### src/rtl/seg7_pkg.sv
// Shared constants and types for the 7-segment scan reader.
package seg7_pkg;

    // Segment patterns {a,b,c,d,e,f,g}, a at bit 6, 1 = lit.
    localparam logic [6:0] PAT_0     = 7'b1111110;
    localparam logic [6:0] PAT_1     = 7'b0110000;
    localparam logic [6:0] PAT_2     = 7'b1101101;
    localparam logic [6:0] PAT_3     = 7'b1111001;
    localparam logic [6:0] PAT_4     = 7'b0110011;
    localparam logic [6:0] PAT_5     = 7'b1011011;
    localparam logic [6:0] PAT_6     = 7'b0011111;
    localparam logic [6:0] PAT_7     = 7'b1110000;
    localparam logic [6:0] PAT_8     = 7'b1111111;
    localparam logic [6:0] PAT_9     = 7'b1110011;
    localparam logic [6:0] BLANK_PAT = 7'b0000000;

    localparam logic [3:0] CODE_BLANK = 4'hA;
    localparam logic [3:0] CODE_ERR   = 4'hF;

    typedef enum logic [1:0] {
        StIdle,
        StSettle,
        StGap,
        StPublish
    } state_t;

endpackage

### src/rtl/seg7_para_bcd.sv
// Combinational decoder from a 7-segment pattern to a BCD code.
module seg7_para_bcd
    import seg7_pkg::*;
(
    input  logic [6:0] seg,
    output logic [3:0] code,
    output logic       invalid
);

    // Table lookup; anything unrecognised becomes CODE_ERR.
    always_comb begin
        code = CODE_ERR;
        case (seg)
            PAT_0:     code = 4'd0;
            PAT_1:     code = 4'd1;
            PAT_2:     code = 4'd2;
            PAT_3:     code = 4'd3;
            PAT_4:     code = 4'd4;
            PAT_5:     code = 4'd5;
            PAT_6:     code = 4'd6;
            PAT_7:     code = 4'd7;
            PAT_8:     code = 4'd8;
            PAT_9:     code = 4'd9;
            BLANK_PAT: code = CODE_BLANK;
            default:   code = CODE_ERR;
        endcase
        // No legal pattern maps to CODE_ERR, so the code doubles as the flag.
        invalid = (code == CODE_ERR);
    end

endmodule

### src/rtl/leitor_7seg.sv
// Reads a multiplexed 4-digit 7-segment scan, debounces each digit and
// publishes complete frames as packed BCD through a valid/ready register.
module leitor_7seg
    import seg7_pkg::*;
#(
    parameter int unsigned STABLE_CYCLES = 4,  // legal 2..15
    parameter int unsigned NDIG          = 4   // only 4 is supported
) (
    input  logic                clk,
    input  logic                reset,
    input  logic [6:0]          seg_in,
    input  logic [NDIG-1:0]     dig_sel,
    input  logic                out_ready,
    output logic [4*NDIG-1:0]   bcd_out,
    output logic                out_valid,
    output logic                seg_err,
    output logic                overrun,
    output logic                frame_abort
);

    localparam int unsigned     IdxW    = $clog2(NDIG);
    localparam logic [IdxW-1:0] IdxLast = IdxW'(NDIG - 1);
    localparam logic [3:0]      CntLast = 4'(STABLE_CYCLES - 1);

    state_t                    state_q, state_d;
    logic [IdxW-1:0]           idx_q, idx_d;
    logic [3:0]                cnt_q, cnt_d;
    logic [6:0]                seg_prev;
    logic [NDIG-1:0][3:0]      slot_q;
    logic [NDIG-1:0]           slot_err_q;

    logic                      latch_en;
    logic                      publish;
    logic                      abort_d;
    logic [NDIG-1:0]           strobe_cur;
    logic [NDIG-1:0]           strobe_nxt;
    logic [3:0]                dec_code;
    logic                      dec_invalid;

    logic [4*NDIG-1:0]         bcd_d;
    logic                      out_valid_d;
    logic                      seg_err_d;
    logic                      overrun_d;

    seg7_para_bcd u_dec (
        .seg     (seg_in),
        .code    (dec_code),
        .invalid (dec_invalid)
    );

    assign strobe_cur = NDIG'(1) << idx_q;
    assign strobe_nxt = NDIG'(1) << (idx_q + IdxW'(1));

    // Scan sequencing: debounce the strobed digit, then wait for the next strobe.
    always_comb begin
        state_d  = state_q;
        idx_d    = idx_q;
        cnt_d    = cnt_q;
        latch_en = 1'b0;
        publish  = 1'b0;
        abort_d  = 1'b0;
        unique case (state_q)
            StIdle: begin
                if (dig_sel == NDIG'(1)) begin
                    state_d = StSettle;
                    idx_d   = '0;
                    cnt_d   = '0;
                end
            end
            StSettle: begin
                if (dig_sel == strobe_cur) begin
                    if (seg_in == seg_prev) begin
                        if (cnt_q == CntLast) begin
                            latch_en = 1'b1;
                            cnt_d    = '0;
                            state_d  = (idx_q == IdxLast) ? StPublish : StGap;
                        end else begin
                            cnt_d = cnt_q + 4'd1;
                        end
                    end else begin
                        cnt_d = '0;
                    end
                end else if (dig_sel == '0) begin
                    // Blanking between refreshes restarts the stability count.
                    cnt_d = '0;
                end else begin
                    abort_d = 1'b1;
                    state_d = StIdle;
                    idx_d   = '0;
                    cnt_d   = '0;
                end
            end
            StGap: begin
                if (dig_sel == strobe_cur || dig_sel == '0) begin
                    state_d = StGap;
                end else if (dig_sel == strobe_nxt) begin
                    state_d = StSettle;
                    idx_d   = idx_q + IdxW'(1);
                    cnt_d   = '0;
                end else begin
                    abort_d = 1'b1;
                    state_d = StIdle;
                    idx_d   = '0;
                    cnt_d   = '0;
                end
            end
            StPublish: begin
                publish = 1'b1;
                state_d = StIdle;
                idx_d   = '0;
            end
            default: state_d = StIdle;
        endcase
    end

    // Output register: accept drains, publish loads or reports an overrun.
    always_comb begin
        bcd_d       = bcd_out;
        seg_err_d   = seg_err;
        overrun_d   = overrun;
        out_valid_d = out_valid & ~out_ready;
        if (publish) begin
            if (!out_valid || out_ready) begin
                bcd_d       = slot_q;
                seg_err_d   = |slot_err_q;
                out_valid_d = 1'b1;
            end else begin
                overrun_d = 1'b1;
            end
        end
    end

    // FSM, counter and previous-sample registers.
    always_ff @(posedge clk or negedge reset) begin
        if (!reset) begin
            state_q  <= StIdle;
            idx_q    <= '0;
            cnt_q    <= '0;
            seg_prev <= '0;
        end else begin
            state_q  <= state_d;
            idx_q    <= idx_d;
            cnt_q    <= cnt_d;
            seg_prev <= seg_in;
        end
    end

    // Per-digit capture slots.
    always_ff @(posedge clk or negedge reset) begin
        if (!reset) begin
            slot_q     <= '0;
            slot_err_q <= '0;
        end else if (latch_en) begin
            slot_q[idx_q]     <= dec_code;
            slot_err_q[idx_q] <= dec_invalid;
        end
    end

    // Published outputs and status flags.
    always_ff @(posedge clk or negedge reset) begin
        if (!reset) begin
            bcd_out     <= '0;
            out_valid   <= 1'b0;
            seg_err     <= 1'b0;
            overrun     <= 1'b0;
            frame_abort <= 1'b0;
        end else begin
            bcd_out     <= bcd_d;
            out_valid   <= out_valid_d;
            seg_err     <= seg_err_d;
            overrun     <= overrun_d;
            frame_abort <= abort_d;
        end
    end

endmodule

### config.mk
export PLATFORM = sky130hd
export DESIGN_NAME = leitor_7seg
export DESIGN_NICKNAME = d
export VERILOG_FILES = /design/src/rtl/seg7_pkg.sv /design/src/rtl/seg7_para_bcd.sv /design/src/rtl/leitor_7seg.sv
export SDC_FILE = /design/constraint.sdc
export NUM_CORES = 1
export LEC_CHECK = 0
export CAP_MARGIN = 5
export CORE_ASPECT_RATIO = 1.5
export CORE_MARGIN = 2
export CORE_UTILIZATION = 56
export CTS_CLUSTER_SIZE = 24
export DETAILED_ROUTE_END_ITERATION = 16
export GPL_TIMING_DRIVEN = 0
export PLACE_DENSITY = 0.8
export REMOVE_ABC_BUFFERS = 1
export SLEW_MARGIN = 20
export SYNTH_ARGS = -nofsm -noshare
export SYNTH_HDL_FRONTEND = slang
export SYNTH_SLANG_ARGS = --single-unit
export TNS_END_PERCENT = 1
### constraint.sdc
create_clock -name clk -period 2.75 [get_ports clk]
set_input_delay 0.4125 -clock clk [delete_from_list [all_inputs] [get_ports clk]]
set_output_delay 0.4125 -clock clk [all_outputs]
set_load 0.02 [all_outputs]
# Yosys cells after proc, flatten, opt, wreduce, memory -nomap -nowiden
# Cells that the tools add are included.
[word_totals]
regBits = 55
word_cells = 103
in_bits = 14
output_inout_bits = 20
[classes]
eq_ne = 27
shifts = 2
n_addsub = 2
n_reduce_logical = 14
muxes = 39
bitwise_logic = 3
magnitude_cmp = 2
[ops]
columns = ["op", "n"]
rows = [
  ["7-bit equality test, second input constant", 7],
  ["4-bit one-hot mux with 11 select lines", 1],
  ["4-bit two-way mux", 6],
  ["2-bit two-way mux", 10],
  ["16-bit bitwise mux", 1],
  ["2-bit one-hot mux with 4 select lines", 2],
  ["7-bit by 6-bit equality test with 1-bit output, second input constant", 2],
  ["1-bit two-way mux", 14],
  ["4-bit one-hot mux with 3 select lines", 1],
  ["3-bit inequality test, second input constant", 3],
  ["4-bit demux with 2-bit select", 1],
  ["4-bit equality test", 2],
  ["2-bit inequality test, second input constant", 4],
  ["4-bit AND reduction", 2],
  ["1-bit by 2-bit << shifter with 4-bit output, first input constant", 2],
  ["7-bit by 5-bit equality test with 1-bit output, second input constant", 1],
  ["7-bit equality test", 1],
  ["7-bit logical NOT", 1],
  ["2-bit equality test, second input constant", 3],
  ["4-bit by 1-bit adder with 4-bit output, second input constant", 1],
  ["4-bit bitwise mux", 1],
  ["4-bit by 1-bit equality test with 1-bit output, second input constant", 1],
  ["4-bit by 2-bit equality test with 1-bit output, second input constant", 1],
  ["4-bit equality test, second input constant", 1],
  ["other kinds (17)", 20],
]

# Longest topological paths before layout
# Gate-level depths: netlist of run 1.
[depth]
ltp_word = 6
mapped_depth = 9
ltp_nobuf = 7

# By module
# Synthesis of run 1 repeated with hierarchy kept, for this count alone.
[unflattened]
hier_cells = 245
area_unflattened_um2 = 2797.7
[modules_own_cells]
columns = ["mod", "cells_per_inst", "area_each_um2", "n_inst", "seq_area_each_um2"]
rows = [
  ["leitor_7seg", 183, 2431.1, 1, 1376.3],
  ["seg7_para_bcd", 62, 366.6, 1, 0.0],
]

# Worst setup path after synthesis of run 1
# No wires, ideal clock.
[synth_timing]
path_kind = "register to register"
start = "register idx_q[0]"
end = "register slot_q[12] (netlist bit)"
setup_time_ps = 125
stages_incl_launch_ff = 10
required_ps = 2625
slack_ps = 537
path_buffers = 2
arrival_time_ps = 2088
synth_period_minus_slack_ps = 2213
cell_sequence = "dfrtp_1 inv_1 ha_1 xor2_1 nor4_2 and2_1 buf_6 and3_1 buf_6 mux2_4"
[synth_via]
elab_chain_cells = 5
elab_cells_between_ends = 10
cone_classes = "order compare: 2; eq/ne: 1; shift: 1; mux: 5; reduce/logical: 1"
[synth_lines]
columns = ["item", "line_no", "source"]
rows = [
  ["start: declaration", "leitor_7seg.sv:26", "logic [IdxW-1:0] idx_q, idx_d;"],
  ["start signal: assignment", "leitor_7seg.sv:142", "idx_q <= idx_d;"],
  ["2-bit by 3-bit less-than comparator with 1-bit output (not written as such) or 2-bit by 1-bit >= comparator with 1-bit output (tied branches)", "leitor_7seg.sv:154", "slot_q[idx_q] <= dec_code;"],
  ["1-bit logical AND (not written as such)", "leitor_7seg.sv:154", ""],
  ["4-bit two-way mux (not written as such)", "leitor_7seg.sv:154", ""],
  ["4-bit demux with 2-bit select", "leitor_7seg.sv:154", ""],
  ["16-bit bitwise mux", "leitor_7seg.sv:154", ""],
  ["end signal: indexed assignment", "leitor_7seg.sv:154", ""],
  ["end: declaration", "leitor_7seg.sv:29", "logic [NDIG-1:0][3:0] slot_q;"],
]
# Several ways; a longest one is shown, not always the timed one.
# A chain may end at the register's enable or synchronous reset.

# Final worst setup path of run 1
# Ends and elaborated chain as after synthesis.

==> flow_summary.toml, run 1 <==
[clock_tree]
clock-root-buffer = "clkbuf_8"
cts_made_buffers = 5
cts_tree = "built"
insertion_delay_ns = 0.31
h-tree-depth = 2
cts_sinks = 55
cts.path.max_buffers = 2
ctsHoldBuffers = 0
cts.clk_slew.worst_paths_ns = 0.09

[detailed_routing]
vias = 1978
firstDrtPassIters = 4
wirelength_um = 5260
drt_iter0_markers = 98
ant_nets = 0
drt_drc_violations_left = 0
viasPerCell = 5.67
wl_per_cell_um = 15.1

[die]
die_w_um = 62.4
start_util = 0.585
core_um2 = 4890
dieArea_um2 = 5710
std_cell_rows = 31
die-height_um = 91.5
ioPinCount = 34

[placed_design]
dp_cells = 342
port_buffers = 33
gp_congestion = 0.761
hpwl_um = 3980
dpl_cell_area_um2 = 3160

[synthesis]
yosys_register_bits = 55
syn-cell-area_um2 = 2860
ys.warnings.count = 0
async_reset_ff_frac = 1.00
synthCells = 259
synth_cell_types = 48
seq_area_frac_synth = 0.481
syn_area_per_cell_um2 = 11.0
ys.flop_type = "dfrtp_1"
synth_edf_count = 0

[final_layout]
nets = 307
final_cells = 349
final_util = 0.670
drive_above_1_share = 0.138
area_delta_synth_final_pct = 14.5
fillCellCount = 402
diodes = 0
fin_area_um2 = 3280

[global_routing]
overflow = 0
grt_pass1_wl_um = 9070
grt_usage = 0.200
antenna_found_initial = 0
grt_pass1_vias = 1955
grt_max_degree = 56

[power]
leakage_nw = 1.48
peakVddDrop_mv = 0.340
power.density_nw_per_um2 = 569
total_power_mw = 1.86

[critical_path]
regToRegStartpoint = "idx_q[0]"
path_class = "reg -> reg"
critPathLaunchType = "register"
ff2ff_setup_slack_ns = 0.22
cp_data_required_time_ns = 2.95
timing.rr.end = "slot_q[12]"
reg2reg_depth = 7
cp-end-kind = "register"
cp_max_fo = 9
critPathArrivalTime_ns = 2.73

[sta]
setup_viol = 0
fin_crit_ns = 2.53
worst_pin_slew_ns = 0.746
post-route-period-util = 0.919
rsz0062_at_grt = "no"
clock_skew_ns = 0.00923
fmax_mhz = 396
finalMaxSlewViolations = 0
hold_viol_final = 0
relSlewSlack = 0.502

[flow_run]
drv.max_cap_violation_count = 0

[status]
status = "finished clean"

[worst_hold_path]
hold_path.class = "in -> async"
## per-layer routing
metal  global-route usage  part of all wire
met1                0.235              0.41
met2                0.360              0.54
met3               0.0310             0.025
met4               0.0870             0.022
met5                    0                 0
## synthesized netlist by cell type (2+ instances only)
| cell | n | share of area |
|---|---|---|
| nand3_1 | 6 | 0.010 |
| o21ai_0 | 6 | 0.010 |
| and4_1 | 2 | 0.0061 |
| and2_1 | 2 | 0.0044 |
| or2_2 | 3 | 0.0066 |
| mux2i_1 | 10 | 0.035 |
| and3b_1 | 2 | 0.0061 |
| ha_1 | 10 | 0.044 |
| xor2_1 | 12 | 0.037 |
| nor4_2 | 3 | 0.013 |
| buf_2 | 8 | 0.014 |
| nand2_1 | 14 | 0.018 |
| nand2b_1 | 4 | 0.0087 |
| a2111oi_0 | 2 | 0.0061 |
| nor2_1 | 7 | 0.0092 |
| xnor2_1 | 5 | 0.015 |
| inv_1 | 19 | 0.025 |
| mux2_4 | 4 | 0.021 |
| mux2_2 | 14 | 0.055 |
| a21oi_1 | 10 | 0.017 |
| a31oi_1 | 13 | 0.028 |
| o22ai_1 | 2 | 0.0044 |
| nand4_1 | 3 | 0.0066 |
| dfrtp_1 | 55 | 0.48 |
| buf_6 | 6 | 0.024 |
| and3_1 | 6 | 0.013 |
| a211o_1 | 2 | 0.0061 |
| nand3b_1 | 2 | 0.0052 |
| nor3_1 | 8 | 0.014 |
## flip-flops by register name, summed over array words and instances (netlist names)
name and count:
bcd_out 16, slot_q 16, seg_prev 7, cnt_q 4
slot_err_q 4, idx_q 2, state_q 2, frame_abort 1
out_valid 1, overrun 1, seg_err 1
## worst max-delay path: stages (launching register included)
cell and delay [ns]:
dfrtp_1 0.42, inv_1 0.09, ha_1 0.28, xor2_1 0.22, nor4_4 0.36, and2_1 0.32
and3_1 0.40, mux2_4 0.33
## metrics by stage
stage          setup slack [ns]  hold WS, ns  TNS (ns)
2_1_floorplan             0.508        0.117         0
3_3_place_gp             -0.324        0.459    -17.65
3_5_place_dp            -0.0511        0.478    -0.144
4_1_cts                   0.158        0.153         0
5_1_grt                  0.0958        0.187         0
6_report                  0.223        0.122         0
## layout make-up
cell class / instances / area (um^2) / share of cell area
sequential: 55 / 1380 / 0.420
multi-input combinational: 169 / 1310 / 0.400
timing repair buffer: 33 / 328 / 0.100
tap: 66 / 82.6 / 0.0252
inverter: 19 / 71.3 / 0.0218
clock buffer: 5 / 68.8 / 0.0210
clock inverter: 2 / 37.5 / 0.0115
## worst max path at each step
stage | startpoint | to | slack [ns]
after floorplan | idx_q[0] | slot_q[12] | 0.51
after CTS | cnt_q[0] | slot_q[12] | 0.16
after global placement | reset | state_q[0] | -0.32
final | idx_q[0] | slot_q[12] | 0.22
after global routing | idx_q[0] | slot_q[12] | 0.1
after detailed placement | seg_in[1] | slot_q[12] | -0.05
## where the power goes
group | total (mW) | switching [mW] | internal (mW)
logic | 0.453 | 0.250 | 0.203
clock network | 0.513 | 0.247 | 0.266
registers | 0.899 | 0.0312 | 0.868
## cells by family after synthesis
group                      count (synthesis)  share of synthesized area
AOI/OAI and AO/OA                         47                      0.110
xor gates and xnor gates                  17                     0.0521
DFF                                       55                      0.481
adders and majority gates                 10                     0.0437
and+or+nand+nor                           67                      0.136
buffers and inverters                     35                     0.0652
muxes                                     28                      0.111
## layout by cell type, fill, tap and decap left out, types with 2 or more instances in the layout
| cell | instances |
|---|---|
| or2_2 | 3 |
| mux2i_1 | 10 |
| o21ai_0 | 6 |
| and4_1 | 2 |
| and3b_1 | 2 |
| a21oi_1 | 10 |
| inv_1 | 19 |
| a31oi_1 | 13 |
| nand4_1 | 3 |
| o22ai_1 | 2 |
| nor4_2 | 2 |
| mux2_4 | 4 |
| xor2_1 | 12 |
| nand2b_1 | 4 |
| ha_1 | 10 |
| a211o_1 | 2 |
| nand3_1 | 6 |
| dfrtp_1 | 55 |
| clkdlybuf4s50_1 | 32 |
| and2_1 | 2 |
| a2111oi_0 | 2 |
| clkbuf_8 | 5 |
| nor3_1 | 7 |
| and3_1 | 6 |
| xnor2_1 | 5 |
| mux2_2 | 14 |
| nand3b_1 | 2 |
| nor2_1 | 7 |
| nand2_1 | 14 |
## repair_timing
action                                  CTS  global route
endpoints found under the setup margin    0             4
buffers inserted                          0             0
resized for setup                         0             2
(Power assumes the default switching activity.)
==> run 2, diff against run 1 <==
Settings changed: ABC_CLOCK_PERIOD_IN_PS set to 2750.
==> results of run 2 <==
No change in the layout: final DEF, timing and power equal those of run 1.
==> run 3, diff against run 2 <==
Settings changed: PLACE_DENSITY 0.8 to 0.86.
==> run 3 against run 2 <==
Against the previous run: via count increased by 0.30%; cell area decreased by 0.84%; critical path type unchanged; sequential power about the same; wire length decreased by 0.67%; clock skew increased by 0.00056 ns; clock power decreased by 14%; hold slack got worse by 0.0070 ns.
==> flow_summary.toml, run 3 (same netlist as run 1, synthesis figures left out) <==
[status]
status = "finished clean"

[die]
std_cell_rows = 31
dieArea_um2 = 5710
ioPinCount = 34
die_w_um = 62.4
die-height_um = 91.5
core_um2 = 4890
start_util = 0.585

[clock_tree]
h-tree-depth = 2
cts_tree = "built"
insertion_delay_ns = 0.31
cts_resized = 0
ctsHoldBuffers = 0
cts_sinks = 55
cts.clk_slew.worst_paths_ns = 0.10
postCtsSetupBuffers = 0
clock-root-buffer = "clkbuf_8"
cts_made_buffers = 5
cts.path.max_buffers = 2

[critical_path]
cp_max_fo = 9
critPathLaunchType = "register"
reg2reg_depth = 7
ff2ff_setup_slack_ns = 0.17
cp_data_required_time_ns = 2.96
path_class = "reg -> reg"
cp-end-kind = "register"
critPathArrivalTime_ns = 2.78
regToRegStartpoint = "idx_q[1]"
timing.rr.end = "slot_q[8]"

[power]
peakVddDrop_mv = 0.324
power_frac_seq = 0.501
leakage_nw = 1.46
power_frac_comb = 0.252
power.density_nw_per_um2 = 552
sw_frac_of_total = 0.302
p_sw_mw = 0.541
p_int_mw = 1.25
total_power_mw = 1.79
clockPowerShare = 0.247

[placed_design]
dpl_worst_slack_ns = -0.0648
port_buffers = 33
hpwl_um = 3940
dpl_cell_area_um2 = 3160
gp_congestion = 0.887
dp_cells = 342

[sta]
fin_crit_ns = 2.58
holdWs_ns = 0.115
post-route-period-util = 0.937
hold_viol_final = 0
rsz0062_at_grt = "no"
clock_skew_ns = 0.00979
fmax_mhz = 388
relSlewSlack = 0.474
fin_ws_ns = 0.175
finalMaxSlewViolations = 0
worst_pin_slew_ns = 0.783
tns_ns = 0
setup_viol = 0

[detailed_routing]
drt_iter0_markers = 83
drt_drc_violations_left = 0
viasPerCell = 5.67
vias = 1984
ant_nets = 0
firstDrtPassIters = 4
wirelength_um = 5220
wl_per_cell_um = 14.9

[final_layout]
layout_commonest_cell = "dfrtp_1"
drive_above_1_share = 0.137
diodes = 0
fin_area_um2 = 3250
final_cell_mix = "dfrtp_1, clkdlybuf4s50_1, inv_1"
nets = 307
reg.largest.list = "bcd_out x16, slot_q x16, seg_prev x7"
final_cells = 350
area_delta_synth_final_pct = 13.6
final_util = 0.665

[global_routing]
overflow = 0
grt_usage = 0.201
grt_pass1_vias = 1984
grt_pass1_wl_um = 8980
grt_max_degree = 56
antenna_found_initial = 0

[flow_run]
drv.max_cap_violation_count = 0

[worst_hold_path]
hold_path.class = "in -> async"
[run 3: final cells by class]
class	instances	area, um^2
inverters	19	71.3
clock inverters	3	23.8
flip-flops and latches	55	1380
multi-input cells	169	1300
well taps	66	82.6
clock buffers	5	68.8
fillers	404	1640
repair buffers	33	328
[run 3: metal layers]
| metal | up-vias | track usage | part of all wire |
|---|---|---|---|
| li1 | 964 | - | - |
| met1 | 959 | 0.221 | 0.40 |
| met2 | 49 | 0.369 | 0.54 |
| met3 | 12 | 0.0310 | 0.029 |
| met4 | 0 | 0.107 | 0.029 |
| met5 | - | 0 | 0 |
[run 3: worst max-delay path by stage]
stage | startpoint | depth (start not counted) | slack, ns | end
floorplan | idx_q[0] | 7 | 0.51 | slot_q[12]
global placement | reset | 1 | -0.32 | overrun
detailed placement | seg_in[1] | 6 | -0.06 | slot_q[8]
CTS | idx_q[1] | 7 | 0.18 | slot_q[8]
global route | idx_q[0] | 7 | 0.01 | slot_q[12]
finish | idx_q[1] | 7 | 0.17 | slot_q[8]
[run 3: worst max-delay path, cell delays in order, from the launching register on]
cell and delay, ns:
dfrtp_1 0.41, inv_1 0.11, ha_1 0.29, xor2_1 0.14, nor4_2 0.46, and2_1 0.34, and3_1 0.39, mux2_4 0.34
[run 3: power groups by stage]
stage	sequential [mW]	combinational, mW	clock (mW)
2_1_floorplan	0.970	0.206	0
3_3_place_gp	0.910	0.442	0
3_5_place_dp	0.914	0.454	0
4_1_cts	0.898	0.455	0.457
5_1_grt	0.904	0.496	0.496
6_report	0.897	0.451	0.443
